===== src/rtl/mandel_pkg.sv =====
`default_nettype none
// ============================================================================
// Module   : mandel_pkg
// Brief    : Shared constants, scheduler state encoding and helpers.
// Revision : 1.0
// ============================================================================
package mandel_pkg;

  localparam int Q_FRAC         = 10;
  localparam int DEF_N          = 16;
  localparam int DEF_NC         = 8;
  localparam int DEF_NCORES     = 4;
  localparam int DEF_BLOCK_SIZE = 64;

  typedef enum logic [1:0] {
    S_IDLE     = 2'd0,
    S_DISPATCH = 2'd1,
    S_DRAIN    = 2'd2
  } sched_state_e;

  function automatic int ptr_width(input int n);
    return (n > 1) ? $clog2(n) : 1;
  endfunction

endpackage
`default_nettype wire


===== src/rtl/mandel_coord_gen.sv =====
`default_nettype none
// ============================================================================
// Module   : mandel_coord_gen
// Brief    : Raster x/y counters and sign-preserving c_real/c_imag stepping.
// Revision : 1.0
// ============================================================================
module mandel_coord_gen
  import mandel_pkg::*;
#(
  parameter int N          = DEF_N,
  parameter int BLOCK_SIZE = DEF_BLOCK_SIZE
) (
  input  logic         clk_i,
  input  logic         rst_i,
  input  logic         load_i,
  input  logic         advance_i,
  input  logic [N-1:0] c_real_init_i,
  input  logic [N-1:0] c_imag_init_i,
  input  logic [N-1:0] c_step_i,
  output logic         last_pixel_o,
  output logic [N-1:0] c_real_o,
  output logic [N-1:0] c_imag_o
);
  localparam int            XW        = ptr_width(BLOCK_SIZE);
  localparam logic [XW-1:0] EDGE_LAST = XW'(BLOCK_SIZE - 1);

  logic [XW-1:0] x_q, x_d, y_q, y_d;
  logic [N-1:0]  re_q, re_d, im_q, im_d, re0_q, re0_d;
  logic [N-2:0]  step_q, step_d;
  logic          w_unused_step_sign;

  // The step is magnitude-only; the coordinate sign bit never changes.
  function automatic logic [N-1:0] step_keep_sign(input logic [N-1:0] v, input logic [N-2:0] s);
    return {v[N-1], v[N-2:0] + s};
  endfunction

  assign w_unused_step_sign = c_step_i[N-1];

  always_comb begin
    x_d    = x_q;
    y_d    = y_q;
    re_d   = re_q;
    im_d   = im_q;
    re0_d  = re0_q;
    step_d = step_q;
    if (load_i) begin
      x_d    = '0;
      y_d    = '0;
      re_d   = c_real_init_i;
      im_d   = c_imag_init_i;
      re0_d  = c_real_init_i;
      step_d = c_step_i[N-2:0];
    end else if (advance_i) begin
      if (x_q == EDGE_LAST) begin
        x_d  = '0;
        y_d  = y_q + 1'b1;
        re_d = re0_q;
        im_d = step_keep_sign(im_q, step_q);
      end else begin
        x_d  = x_q + 1'b1;
        re_d = step_keep_sign(re_q, step_q);
      end
    end
  end

  always_ff @(posedge clk_i or posedge rst_i) begin
    if (rst_i) begin
      x_q    <= '0;
      y_q    <= '0;
      re_q   <= '0;
      im_q   <= '0;
      re0_q  <= '0;
      step_q <= '0;
    end else begin
      x_q    <= x_d;
      y_q    <= y_d;
      re_q   <= re_d;
      im_q   <= im_d;
      re0_q  <= re0_d;
      step_q <= step_d;
    end
  end

  assign last_pixel_o = (x_q == EDGE_LAST) && (y_q == EDGE_LAST);
  assign c_real_o     = re_q;
  assign c_imag_o     = im_q;

endmodule
`default_nettype wire


===== src/rtl/mandel_core_scheduler.sv =====
`default_nettype none
// ============================================================================
// Module   : mandel_core_scheduler
// Brief    : Round-robin tile dispatch to NCORES engines, raster-order collect.
//            Define MANDEL_SCHED_ABORT_EN to add the abort_i port.
// Revision : 1.0
// ============================================================================
module mandel_core_scheduler
  import mandel_pkg::*;
#(
  parameter int N          = DEF_N,
  parameter int NC         = DEF_NC,
  parameter int NCORES     = DEF_NCORES,
  parameter int BLOCK_SIZE = DEF_BLOCK_SIZE
) (
  input  logic                 clk_i,
  input  logic                 rst_i,
  input  logic                 start_i,
  input  logic [N-1:0]         c_real_init_i,
  input  logic [N-1:0]         c_imag_init_i,
  input  logic [N-1:0]         c_step_i,
  output logic [NCORES*N-1:0]  core_c_real_o,
  output logic [NCORES*N-1:0]  core_c_imag_o,
  output logic [NCORES-1:0]    core_run_o,
  input  logic [NCORES-1:0]    core_done_i,
  input  logic [NCORES*NC-1:0] core_count_i,
  output logic                 out_valid_o,
  output logic [NC-1:0]        out_data_o,
  input  logic                 out_ready_i,
  output logic                 busy_o,
`ifdef MANDEL_SCHED_ABORT_EN
  input  logic                 abort_i,
`endif
  output logic                 tile_done_o
);
  localparam int            PW       = ptr_width(NCORES);
  localparam int            CW       = 2 * ptr_width(BLOCK_SIZE);
  localparam logic [PW-1:0] PTR_LAST = PW'(NCORES - 1);
  localparam logic [CW-1:0] PIX_LAST = CW'(BLOCK_SIZE * BLOCK_SIZE - 1);

  sched_state_e             state_q, state_d;
  logic [NCORES-1:0]        pend_q, pend_d, mask_q;
  logic [PW-1:0]            dptr_q, dptr_d, cptr_q, cptr_d;
  logic [CW-1:0]            ocnt_q, ocnt_d;
  logic [NCORES-1:0][N-1:0] hold_re_q, hold_im_q;
  logic [NCORES-1:0]        w_done_ok;
  logic [N-1:0]             w_c_real, w_c_imag;
  logic                     w_abort, w_busy, w_load, w_issue, w_xfer, w_last_pixel;

`ifdef MANDEL_SCHED_ABORT_EN
  assign w_abort = abort_i;
`else
  assign w_abort = 1'b0;
`endif

  assign w_busy  = (state_q != S_IDLE);
  assign w_load  = (state_q == S_IDLE) && start_i && !w_abort;
  assign w_issue = (state_q == S_DISPATCH) && !pend_q[dptr_q] && !w_abort;
  assign w_xfer  = out_valid_o && out_ready_i;

  mandel_coord_gen #(
    .N          (N),
    .BLOCK_SIZE (BLOCK_SIZE)
  ) u_coord (
    .clk_i         (clk_i),
    .rst_i         (rst_i),
    .load_i        (w_load),
    .advance_i     (w_issue),
    .c_real_init_i (c_real_init_i),
    .c_imag_init_i (c_imag_init_i),
    .c_step_i      (c_step_i),
    .last_pixel_o  (w_last_pixel),
    .c_real_o      (w_c_real),
    .c_imag_o      (w_c_imag)
  );

  // A core's done level is stale on its run cycle and the one after.
  for (genvar i = 0; i < NCORES; i++) begin : g_core
    assign core_run_o[i]            = w_issue && (dptr_q == PW'(i));
    assign w_done_ok[i]             = core_done_i[i] && !core_run_o[i] && !mask_q[i];
    assign core_c_real_o[i*N +: N]  = core_run_o[i] ? w_c_real : hold_re_q[i];
    assign core_c_imag_o[i*N +: N]  = core_run_o[i] ? w_c_imag : hold_im_q[i];
  end

  assign out_valid_o = w_busy && pend_q[cptr_q] && w_done_ok[cptr_q] && !w_abort;
  assign busy_o      = w_busy;
  assign tile_done_o = (state_q == S_DRAIN) && w_xfer && (ocnt_q == PIX_LAST);

  always_comb begin
    out_data_o = '0;
    for (int i = 0; i < NCORES; i++) begin
      if (w_busy && (cptr_q == PW'(i))) out_data_o = core_count_i[i*NC +: NC];
    end
  end

  always_comb begin
    state_d = state_q;
    pend_d  = pend_q;
    dptr_d  = dptr_q;
    cptr_d  = cptr_q;
    ocnt_d  = ocnt_q;
    case (state_q)
      S_IDLE: begin
        if (start_i) begin
          state_d = S_DISPATCH;
          pend_d  = '0;
          dptr_d  = '0;
          cptr_d  = '0;
          ocnt_d  = '0;
        end
      end
      S_DISPATCH: if (w_issue && w_last_pixel) state_d = S_DRAIN;
      S_DRAIN:    if (tile_done_o) state_d = S_IDLE;
      default:    state_d = S_IDLE;
    endcase
    if (w_issue) begin
      pend_d[dptr_q] = 1'b1;
      dptr_d         = (dptr_q == PTR_LAST) ? '0 : dptr_q + 1'b1;
    end
    if (w_xfer) begin
      pend_d[cptr_q] = 1'b0;
      cptr_d         = (cptr_q == PTR_LAST) ? '0 : cptr_q + 1'b1;
      ocnt_d         = ocnt_q + 1'b1;
    end
    if (w_abort) begin
      state_d = S_IDLE;
      pend_d  = '0;
      dptr_d  = '0;
      cptr_d  = '0;
      ocnt_d  = '0;
    end
  end

  always_ff @(posedge clk_i or posedge rst_i) begin
    if (rst_i) begin
      state_q   <= S_IDLE;
      pend_q    <= '0;
      mask_q    <= '0;
      dptr_q    <= '0;
      cptr_q    <= '0;
      ocnt_q    <= '0;
      hold_re_q <= '0;
      hold_im_q <= '0;
    end else begin
      state_q <= state_d;
      pend_q  <= pend_d;
      mask_q  <= core_run_o;
      dptr_q  <= dptr_d;
      cptr_q  <= cptr_d;
      ocnt_q  <= ocnt_d;
      for (int i = 0; i < NCORES; i++) begin
        if (core_run_o[i]) begin
          hold_re_q[i] <= w_c_real;
          hold_im_q[i] <= w_c_imag;
        end
      end
    end
  end

endmodule
`default_nettype wire


===== config.mk =====
export PLATFORM = sky130hd
export DESIGN_NAME = mandel_core_scheduler
export DESIGN_NICKNAME = d
export VERILOG_FILES = /design/src/rtl/mandel_pkg.sv /design/src/rtl/mandel_coord_gen.sv /design/src/rtl/mandel_core_scheduler.sv
export SDC_FILE = /design/constraint.sdc
export NUM_CORES = 1
export LEC_CHECK = 0
export ABC_CLOCK_PERIOD_IN_PS = 12520
export BUFFER_PORTS_ARGS = -buffer_cell sky130_fd_sc_hd__clkbuf_2
export CAP_MARGIN = 40
export CORE_MARGIN = 2
export CORE_UTILIZATION = 55
export CTS_BUF_LIST = sky130_fd_sc_hd__clkbuf_16
export DETAILED_ROUTE_END_ITERATION = 16
export PLACE_DENSITY = 0.78
export RECOVER_POWER = 50
export SKIP_LAST_GASP = 1
export SLEW_MARGIN = 20
export SYNTH_ARGS = -nofsm -noshare
export SYNTH_HDL_FRONTEND = slang
export SYNTH_SLANG_ARGS = --single-unit

===== constraint.sdc =====
create_clock -name clk_i -period 12.52 [get_ports clk_i]
set_input_delay 0 -clock clk_i [delete_from_list [all_inputs] [get_ports clk_i]]
set_output_delay 0 -clock clk_i [all_outputs]
set_load 0.1 [all_outputs]

Word-level counts from Yosys, hierarchy flattened
Index checks and enable logic that the tools add are counted.

word-level totals
  flip-flop bits (word level) = 229
  bits in latches = 0
  memory bits (writable) = 0
  memory bits (read-only) = 0
  memories kept = 0

operators by class
  add/subtract/negate cells = 7
  multiply operators = 0
  div/mod/pow operators = 0
  order comparisons = 4
  equality and inequality tests = 14
  shift-type cells = 0
  muxes and demuxes = 51
  bitwise operators = 3
  reduce and logical (&&, ||, !) cells = 50

operators with widths
  cell                                                                           count
  16-bit two-way mux                                                             13
  12-bit two-way mux                                                             3
  6-bit two-way mux                                                              6
  8-bit two-way mux                                                              4
  15-bit adder                                                                   2
  1-bit logical AND                                                              27
  2-bit two-way mux                                                              9
  4-bit two-way mux                                                              4
  15-bit two-way mux                                                             1
  2-bit nonzero test                                                             7
  12-bit by 1-bit adder with 12-bit output (second input constant)               1
  6-bit by 1-bit adder with 6-bit output (second input constant)                 2
  12-bit == test (second input constant)                                         1
  6-bit == test (second input constant)                                          2
  2-bit == test (second input constant)                                          5
  1-bit zero test                                                                9
  1-bit binary-select mux with 2-bit select                                      3
  2-bit by 1-bit == test with 1-bit output (second input constant)               3
  2-bit zero test                                                                3
  2-bit by 3-bit less-than comparator with 1-bit output (second input constant)  2
  2-bit case mux with 3 select lines                                             1
  2-bit AND reduction                                                            3
  1-bit two-way mux                                                              5
  2-bit by 1-bit adder with 2-bit output (second input constant)                 2
  other kinds (8)                                                                11

Logic depth before layout (Yosys ltp)
Gate-level depths: netlist of run 1.

  depth after elaboration = 16
  mapped depth = 11
  mapped depth without buffers = 10

By module
A second synthesis of run 1 with hierarchy kept.

second synthesis, totals
  cells, all modules = 950
  area, all modules = 11141.9 sq um

by module, submodules not included
  module                 times used  cells each  area each (sq um)  seq. area each (sq um)
  mandel_core_scheduler  1           477         6543.8             3853.7
  mandel_coord_gen       1           473         4598.2             1876.8

Least setup slack after synthesis of run 1
No wires, ideal clock.

  kind = register -> output
  start = reg state_q[1]
  end = out tile_done_o
  arrival = 4.348 ns
  required time = 12.520 ns
  setup slack = 8.172 ns
  cell stages (with the launch flop) = 10
  buffers on the path = 1
  cell sequence = dfrtp_1 > buf_2 > nor2_1 > inv_1 > o21ai_0 > o21ai_1 > o2111ai_4 > inv_2 > nand4_1 > nor3b_1

between the ends
  elaborated cells on any way between the ends = 27
  those cells by class = 2 x eq/ne; 2 x mux; 23 x reduce/logical

RTL lines
  what                            RTL line                      source
  from (decl)                     mandel_core_scheduler.sv:41   sched_state_e state_q, state_d;
  from (signal assigned)          mandel_core_scheduler.sv:145  state_q <= state_d;
  2-bit nonzero test              mandel_core_scheduler.sv:56   assign w_busy = (state_q != S_IDLE);
  named net busy_o                mandel_core_scheduler.sv:30   output logic busy_o,
  1-bit logical AND (2 in a row)  mandel_core_scheduler.sv:85   assign out_valid_o = w_busy && pend_q[cptr_q] && w_done_ok[cptr_q] && !w_abort;
  1-bit logical AND               mandel_core_scheduler.sv:59   assign w_xfer = out_valid_o && out_ready_i;
  1-bit logical AND (2 in a row)  mandel_core_scheduler.sv:87   assign tile_done_o = (state_q == S_DRAIN) && w_xfer && (ocnt_q == PIX_LAST);
  to (decl)                       mandel_core_scheduler.sv:34   output logic tile_done_o

The timed path passes the listed nets, and every way through them passes these cells. The select of a mux whose other input is x is not followed.

==> impl_metrics.toml, run 1 <==
[critical_path]
startpoint_type = "primary input"
crit_slowest_cell = "clkinvlp_2"
cp_common_cell = "clkbuf_1"
cp_max_fo = 97
critPathKind = "in -> async"
worstPathArrival_ns = 5.84
slowest_delay_ns = 2.36
crit_path_end_kind = "async pin"
timing.critical_path.required_ns = 12.42
cp_cell_sequence = "dlygate4sd3_1 > clkbuf_2 > clkinvlp_2 > clkbuf_1 > clkbuf_1"

[synth]
synth_cells = 1024
ys_async_sr_fraction_pct = 100
yosysWarnings = 0
synth_edf_count = 0
syn_nets = 1153
synth_area_mm2 = 0.0110
synth_top_area_cell = "dfrtp_1"
yosys.area.top_type_share_pct = 52.2
ys.flop_type = "dfrtp_1"
synth_area_leaders = "dfrtp_1 (52%), mux2_2 (13%), nand2_1 (5.8%), ha_1 (4.4%), a21oi_1 (2.6%)"
synth-seq-cells = 229
synthDistinctLibCells = 64
synth_area_per_cell_um2 = 10.7
ys_seq_area_share_pct = 52.2

[clocking]
path_clk_slew_ns = 0.06
ctsLongestPathBuffers = 3
clockRootBuffer = "clkbuf_16"
clock_sinks = 229
cts_resized = 0
post-cts-setup-buffers = 0
cts_tree = "done"
cts_buffers = 25
clk_latency_ns = 0.53
h-tree-depth = 1

[outcome]
violations = "max-capacitance violations, max-slew violations"
status = "complete, but fails checks"

[sta]
timing.final.crit_share_pct = 47.4
fin_tns_setup_ns = 0
relSlewSlack_pct = -186
setup_ws_ns = 6.58
max_clock_freq_ghz = 0.168
worst_pin_slew_ns = 4.26
post-route-min-period_ns = 5.94
slew_violations = 392
rsz0062_at_grt = "no"
final_hold_viol_count = 0
fin_skew_ns = 0.0220
setup_violations = 0

[power_and_ir_drop]
peakVddDrop_mv = 0.115
power_uw = 1930
power.density_mw_per_mm2 = 142
leakage_uw = 0.00712

[layout]
fin_area_mm2 = 0.0136
final_layout_size_suffix_gt1_share_pct = 30.9
multiInputGateArea_mm2 = 0.00494
syn_to_final_growth_pct = 24.2
fillers = 1506
ff_latch_area_mm2 = 0.00573
fin_nets = 1421

[placement]
place_congestion = 0.875
port_buffers = 229
dp_slack_ns = 9.03
hpwlAfterDp_mm = 19.0
dpl_cell_area_mm2 = 0.0124

[detailed_routing]
routed_via_density = 5.67
first_iter_violations = 495
wl_per_cell_um = 18.4
drtAntennaViolNets = 0
via_count = 8933
drc_errors = 0
drt_first_pass_iters = 5
finalWirelength_mm = 28.9

[grt]
met2_usage_pct = 45.7
antenna_found_initial = 2
grt_start_max_net_pins = 98
grt_pass1_wl_mm = 46.7
grt_use_total_pct = 27.1
overflow = 0
top_usage_layer = "met2"
grt_pass1_vias = 9019
use_met1_pct = 35.0
grt_use_met3_pct = 5.79

[die]
ios = 231
start_util_pct = 56.2
core-area_mm2 = 0.0195
rows = 51
dieArea_mm2 = 0.0211
die_w_um = 145
die_h_um = 145

[job]
maxCapViolations = 6

[hold_path]
hold_class = "in -> reg"
[area by class of cell]
class | instances | share of cell area [%]
clock buffer | 25 | 4.59
antenna | 2 | 0.0367
timing repair buffer | 291 | 12.9
inverter | 25 | 0.698
sequential | 229 | 42.0
multi-input combinational | 720 | 36.3
tap | 265 | 2.43
clock inverter | 19 | 1.05
[sequential cells by signal (all words and copies together) (netlist names), 4 cells and up]
name,flops
u_coord.y_q,6
u_coord.step_q,15
u_coord.x_q,6
u_coord.c_real_o,16
pend_q,4
hold_re_q,64
ocnt_q,12
mask_q,4
u_coord.c_imag_o,16
hold_im_q,64
u_coord.re0_q,16
[metrics by stage]
| step | hold WS (ns) | util (%) | instances |
|---|---|---|---|
| global route | 0.219 | 69.8 | 1576 |
| floorplan | 0.105 | - | 1024 |
| global placement | 0.145 | 63.1 | 1475 |
| finish | 0.206 | 69.8 | 1576 |
| detailed placement | 0.159 | 63.5 | 1478 |
| CTS | 0.166 | 70.0 | 1572 |
[power breakdown]
group	internal, uW	switching, uW
clock	403	297
combinational	117	323
sequential	765	31.0
total	1280	650
[cells in the mapped netlist, types with 2 or more instances]
cell	count
mux2i_1	5
buf_1	6
dfrtp_1	229
or4b_2	2
and3_1	10
o31ai_1	5
a32oi_1	2
nand4_1	7
or3_1	2
buf_2	13
o21ai_0	43
a22oi_1	12
xnor2_1	9
nand3_1	20
buf_4	2
ha_1	39
or2_2	2
nor3_1	7
inv_2	2
mux2_2	129
nand2_1	170
o21bai_1	3
o311ai_0	3
nand3b_1	2
nor3b_1	3
o22ai_1	3
a31oi_1	7
inv_1	23
o211ai_1	8
a211oi_1	9
nor2_1	68
nor2b_1	6
o41ai_1	3
o221ai_1	3
a21o_1	6
clkbuf_1	29
a21oi_1	58
o21a_1	9
o31a_1	3
fa_1	2
nand2b_1	6
xor2_1	17
o21ai_1	16
[placed cells by master (no fill, tap or decap), types with 3 or more instances in the layout]
cell type,netlist,final
o22ai_1,3,3
dfrtp_1,229,229
inv_1,23,26
mux2i_1,5,5
ha_1,39,39
xnor2_1,9,9
xor2_1,17,17
o211ai_1,8,8
nand2_1,170,168
o21ai_0,43,43
nand4_1,7,7
clkinv_2,0,5
o41ai_1,3,3
nor2b_1,6,6
a21oi_1,58,58
nor2_1,68,69
clkbuf_1,29,8
o221ai_1,3,3
nor3_1,7,7
a21o_1,6,6
dlygate4sd3_1,0,50
o21bai_1,3,3
nand3_1,20,20
a22oi_1,12,12
clkinv_1,0,5
o311ai_0,3,3
o21ai_1,16,16
a31oi_1,7,7
clkbuf_16,0,25
nor3b_1,3,3
nand2b_1,6,6
o31ai_1,5,5
o21a_1,9,9
a211oi_1,9,9
clkbuf_2,0,228
and3_1,10,10
mux2_2,129,123
o31a_1,3,3
mux2_1,0,6
[worst max-delay path, delay by kind of cell]
kind,cells,cell delay [ns]
buffers and inverters,5,5.75
[timing repair]
action                                  in CTS  in global routing
endpoints found under the setup margin       0                  0
hold buffers                                50                  0
endpoints found under the hold margin      165                  0
[kinds of logic (layout without fill, tap and decap cells)]
group	Yosys count	in the layout	share of synthesized area, %
flip-flops	229	229	52.2
multiplexers	135	135	13.9
XOR/XNOR	26	26	2.08
buffers and inverters	75	360	2.78
other	0	2	0
AO/OA/AOI/OAI	204	204	11.7
AND/OR/NAND/NOR	314	314	12.5
adder cells (fa/ha/maj)	41	41	4.81
[layer usage]
metal | routed length, um | vias up
li1 | - | 4142
met5 | 0 | -
met2 | 14200 | 321
met1 | 12200 | 4405
met4 | 767 | 0
met3 | 1750 | 65
[final timing paths]
check,start,endpoint,slack (ns),cells after the start
setup / recovery,rst_i,hold_im_q[31]$_DFF_PP0_,6.58,5
hold / removal,c_step_i[12],u_coord.step_q[12]$_DFFE_PP0P_,0.21,4
setup reg to reg,dptr_q[0]$_DFFE_PP0P_,u_coord.c_imag_o[13]$_DFFE_PP0P_,7.63,7
hold reg to reg,u_coord.re0_q[13]$_DFFE_PP0P_,u_coord.re0_q[13]$_DFFE_PP0P_,0.47,2
max in group clk_i,dptr_q[0]$_DFFE_PP0P_,core_c_imag_o[63],7.04,7
min in group asynchronous,rst_i,hold_re_q[45]$_DFF_PP0_,1.30,3
Note: power is estimated with default switching activity, not from simulation.
==> inputs of run 2 (changes only) <==
Settings changed: ABC_CLOCK_PERIOD_IN_PS 12520 to 4950, CORE_UTILIZATION 55 to 50, PLACE_DENSITY 0.78 to 0.75.
Clock period 12.52 ns to 4.95 ns, I/O delays scaled along.
==> impl_metrics.toml, run 2 (synthesis gave the netlist of run 1 again) <==
[sta]
fin_tns_setup_ns = 0
final_hold_viol_count = 0
worst_pin_slew_ns = 2.67
setup_violations = 0
timing.final.crit_share_pct = 79.4
max_clock_freq_ghz = 0.254
post-route-min-period_ns = 3.93
fin_skew_ns = 0.0370
rsz0062_at_grt = "no"
relSlewSlack_pct = -77.8
slew_violations = 181

[detailed_routing]
drc_errors = 0
finalWirelength_mm = 28.8
drt_first_pass_iters = 6
routed_via_density = 5.54
via_count = 8825
wl_per_cell_um = 18.1
first_iter_violations = 510
drtAntennaViolNets = 0

[die]
die_h_um = 152
die_w_um = 152
core-area_mm2 = 0.0217
start_util_pct = 50.6
dieArea_mm2 = 0.0231
rows = 54
ios = 231

[layout]
top_regs = "hold_im_q (64), hold_re_q (64)"
fin_util_pct = 63.1
fin_nets = 1422
final_layout_size_suffix_gt1_share_pct = 30.0
layout_common_cells = "clkbuf_2 (230), dfrtp_1 (229), nand2_1 (170), mux2_2 (106), nor2_1 (69)"
syn_to_final_growth_pct = 24.7
layout_commonest_cell = "clkbuf_2"

[clocking]
clockRootBuffer = "clkbuf_16"
ctsLongestPathBuffers = 3
postCtsHoldBufs = 50
cts_tree = "done"
cts_buffers = 25
path_clk_slew_ns = 0.06
h-tree-depth = 1
post-cts-setup-buffers = 0
cts_resized = 0
clock_sinks = 229
clk_latency_ns = 0.55

[power_and_ir_drop]
clkPwrFrac_pct = 36.1
power.switching_uw = 1670
sequentialPowerShare_pct = 41.2
power.density_mw_per_mm2 = 357
p_int_uw = 3210
leakage_uw = 0.00717
peakVddDrop_mv = 0.445
switching_share_pct = 34.2
comb_power_share_pct = 22.7

[critical_path]
r2r-end = "u_coord.c_imag_o[13]$_DFFE_PP0P_"
critPathKind = "reg -> out"
startpoint_type = "flip-flop"
r2r_setup_slack_ns = 1.78
cp_cell_sequence = "mux4_2 > nor2_1 > nand2_1 > clkbuf_1 > mux2_2 > clkbuf_2"
crit_buf_inv = 2
timing.critical_path.required_ns = 4.95
slowest_delay_ns = 1.43
r2r-start = "dptr_q[0]$_DFFE_PP0P_"
r2r_cells = 8
crit_path_end_kind = "output port"
worstPathArrival_ns = 3.93
crit_family = "buffers and inverters"
cp_max_fo = 25
crit_slowest_cell = "clkbuf_1"

[placement]
port_buffers = 229
hpwlAfterDp_mm = 19.3
place_congestion = 0.838

[grt]
grt_pass1_wl_mm = 47.1
grt_pass1_vias = 8971
grt_use_total_pct = 24.8
antenna_found_initial = 1
overflow = 0
grt_start_max_net_pins = 104

[outcome]
violations = "max-capacitance violations, max-slew violations"
status = "complete, but fails checks"

[job]
maxCapViolations = 3

[hold_path]
hold_class = "in -> async"
==> run 2: area by class of cell <==
type                            count  area [um^2]
Antenna cell                        2         5.00
Fill cell                        1749         8010
Tap cell                          280          350
Multi-Input combinational cell    720         4930
Sequential cell                   229         5730
Inverter                           25         95.1
Clock buffer                       25          626
Timing Repair Buffer              292         1800
Clock inverter                     21          148
==> run 2: worst max-delay path by stage <==
stage                                                  end  depth (start not counted)                    from  slack (ns)
after floorplan                                tile_done_o                          9  state_q[1]$_DFFE_PP0P_        0.60
after global placement                   core_c_real_o[63]                          6   dptr_q[0]$_DFFE_PP0P_        2.00
after detailed placement  u_coord.c_imag_o[13]$_DFFE_PP0P_                          8   dptr_q[0]$_DFFE_PP0P_        1.91
after CTS                                      tile_done_o                          9  state_q[1]$_DFFE_PP0P_        1.49
after global routing                      core_c_real_o[9]                          6   dptr_q[0]$_DFFE_PP0P_        0.86
final                                     core_c_real_o[9]                          6   dptr_q[0]$_DFFE_PP0P_        1.02
==> run 2: per-stage QoR <==
stage          hold WS (ns)  setup WS (ns)  power (uW)  instances  cell area, um^2
2_1_floorplan         0.105          0.602        2910       1024            11000
3_3_place_gp         0.0457           2.00        3100       1492            12400
3_5_place_dp         0.0369           1.91        3120       1495            12400
5_1_grt               0.212          0.858        5110       1593            13700
4_1_cts              0.0412           1.49        4910       1591            13700
6_report              0.139           1.02        4880       1594            13700
==> run 2: routing by layer <==
layer	routed length [um]	GRT usage, %
met1	12500	33.3
met2	14000	41.6
met3	1600	4.81
met4	682	6.59
met5	0	0
==> run 2: worst reg2reg max path: stages, from the launching register on <==
cell and delay [ns]:
dfrtp_1 0.45, mux4_2 0.60, nor2_1 0.33, buf_4 0.38
nand2_1 0.52, a21oi_1 0.43, nand2_1 0.09, mux2i_1 0.17
a211oi_1 0.08
==> run 2: power by group through the flow <==
stage	registers (uW)	logic, uW	clock network, uW
floorplan	2020	896	0
global placement	2040	1060	0
detailed placement	2040	1080	0
CTS	2010	1120	1790
global route	2020	1210	1880
finish	2010	1110	1760
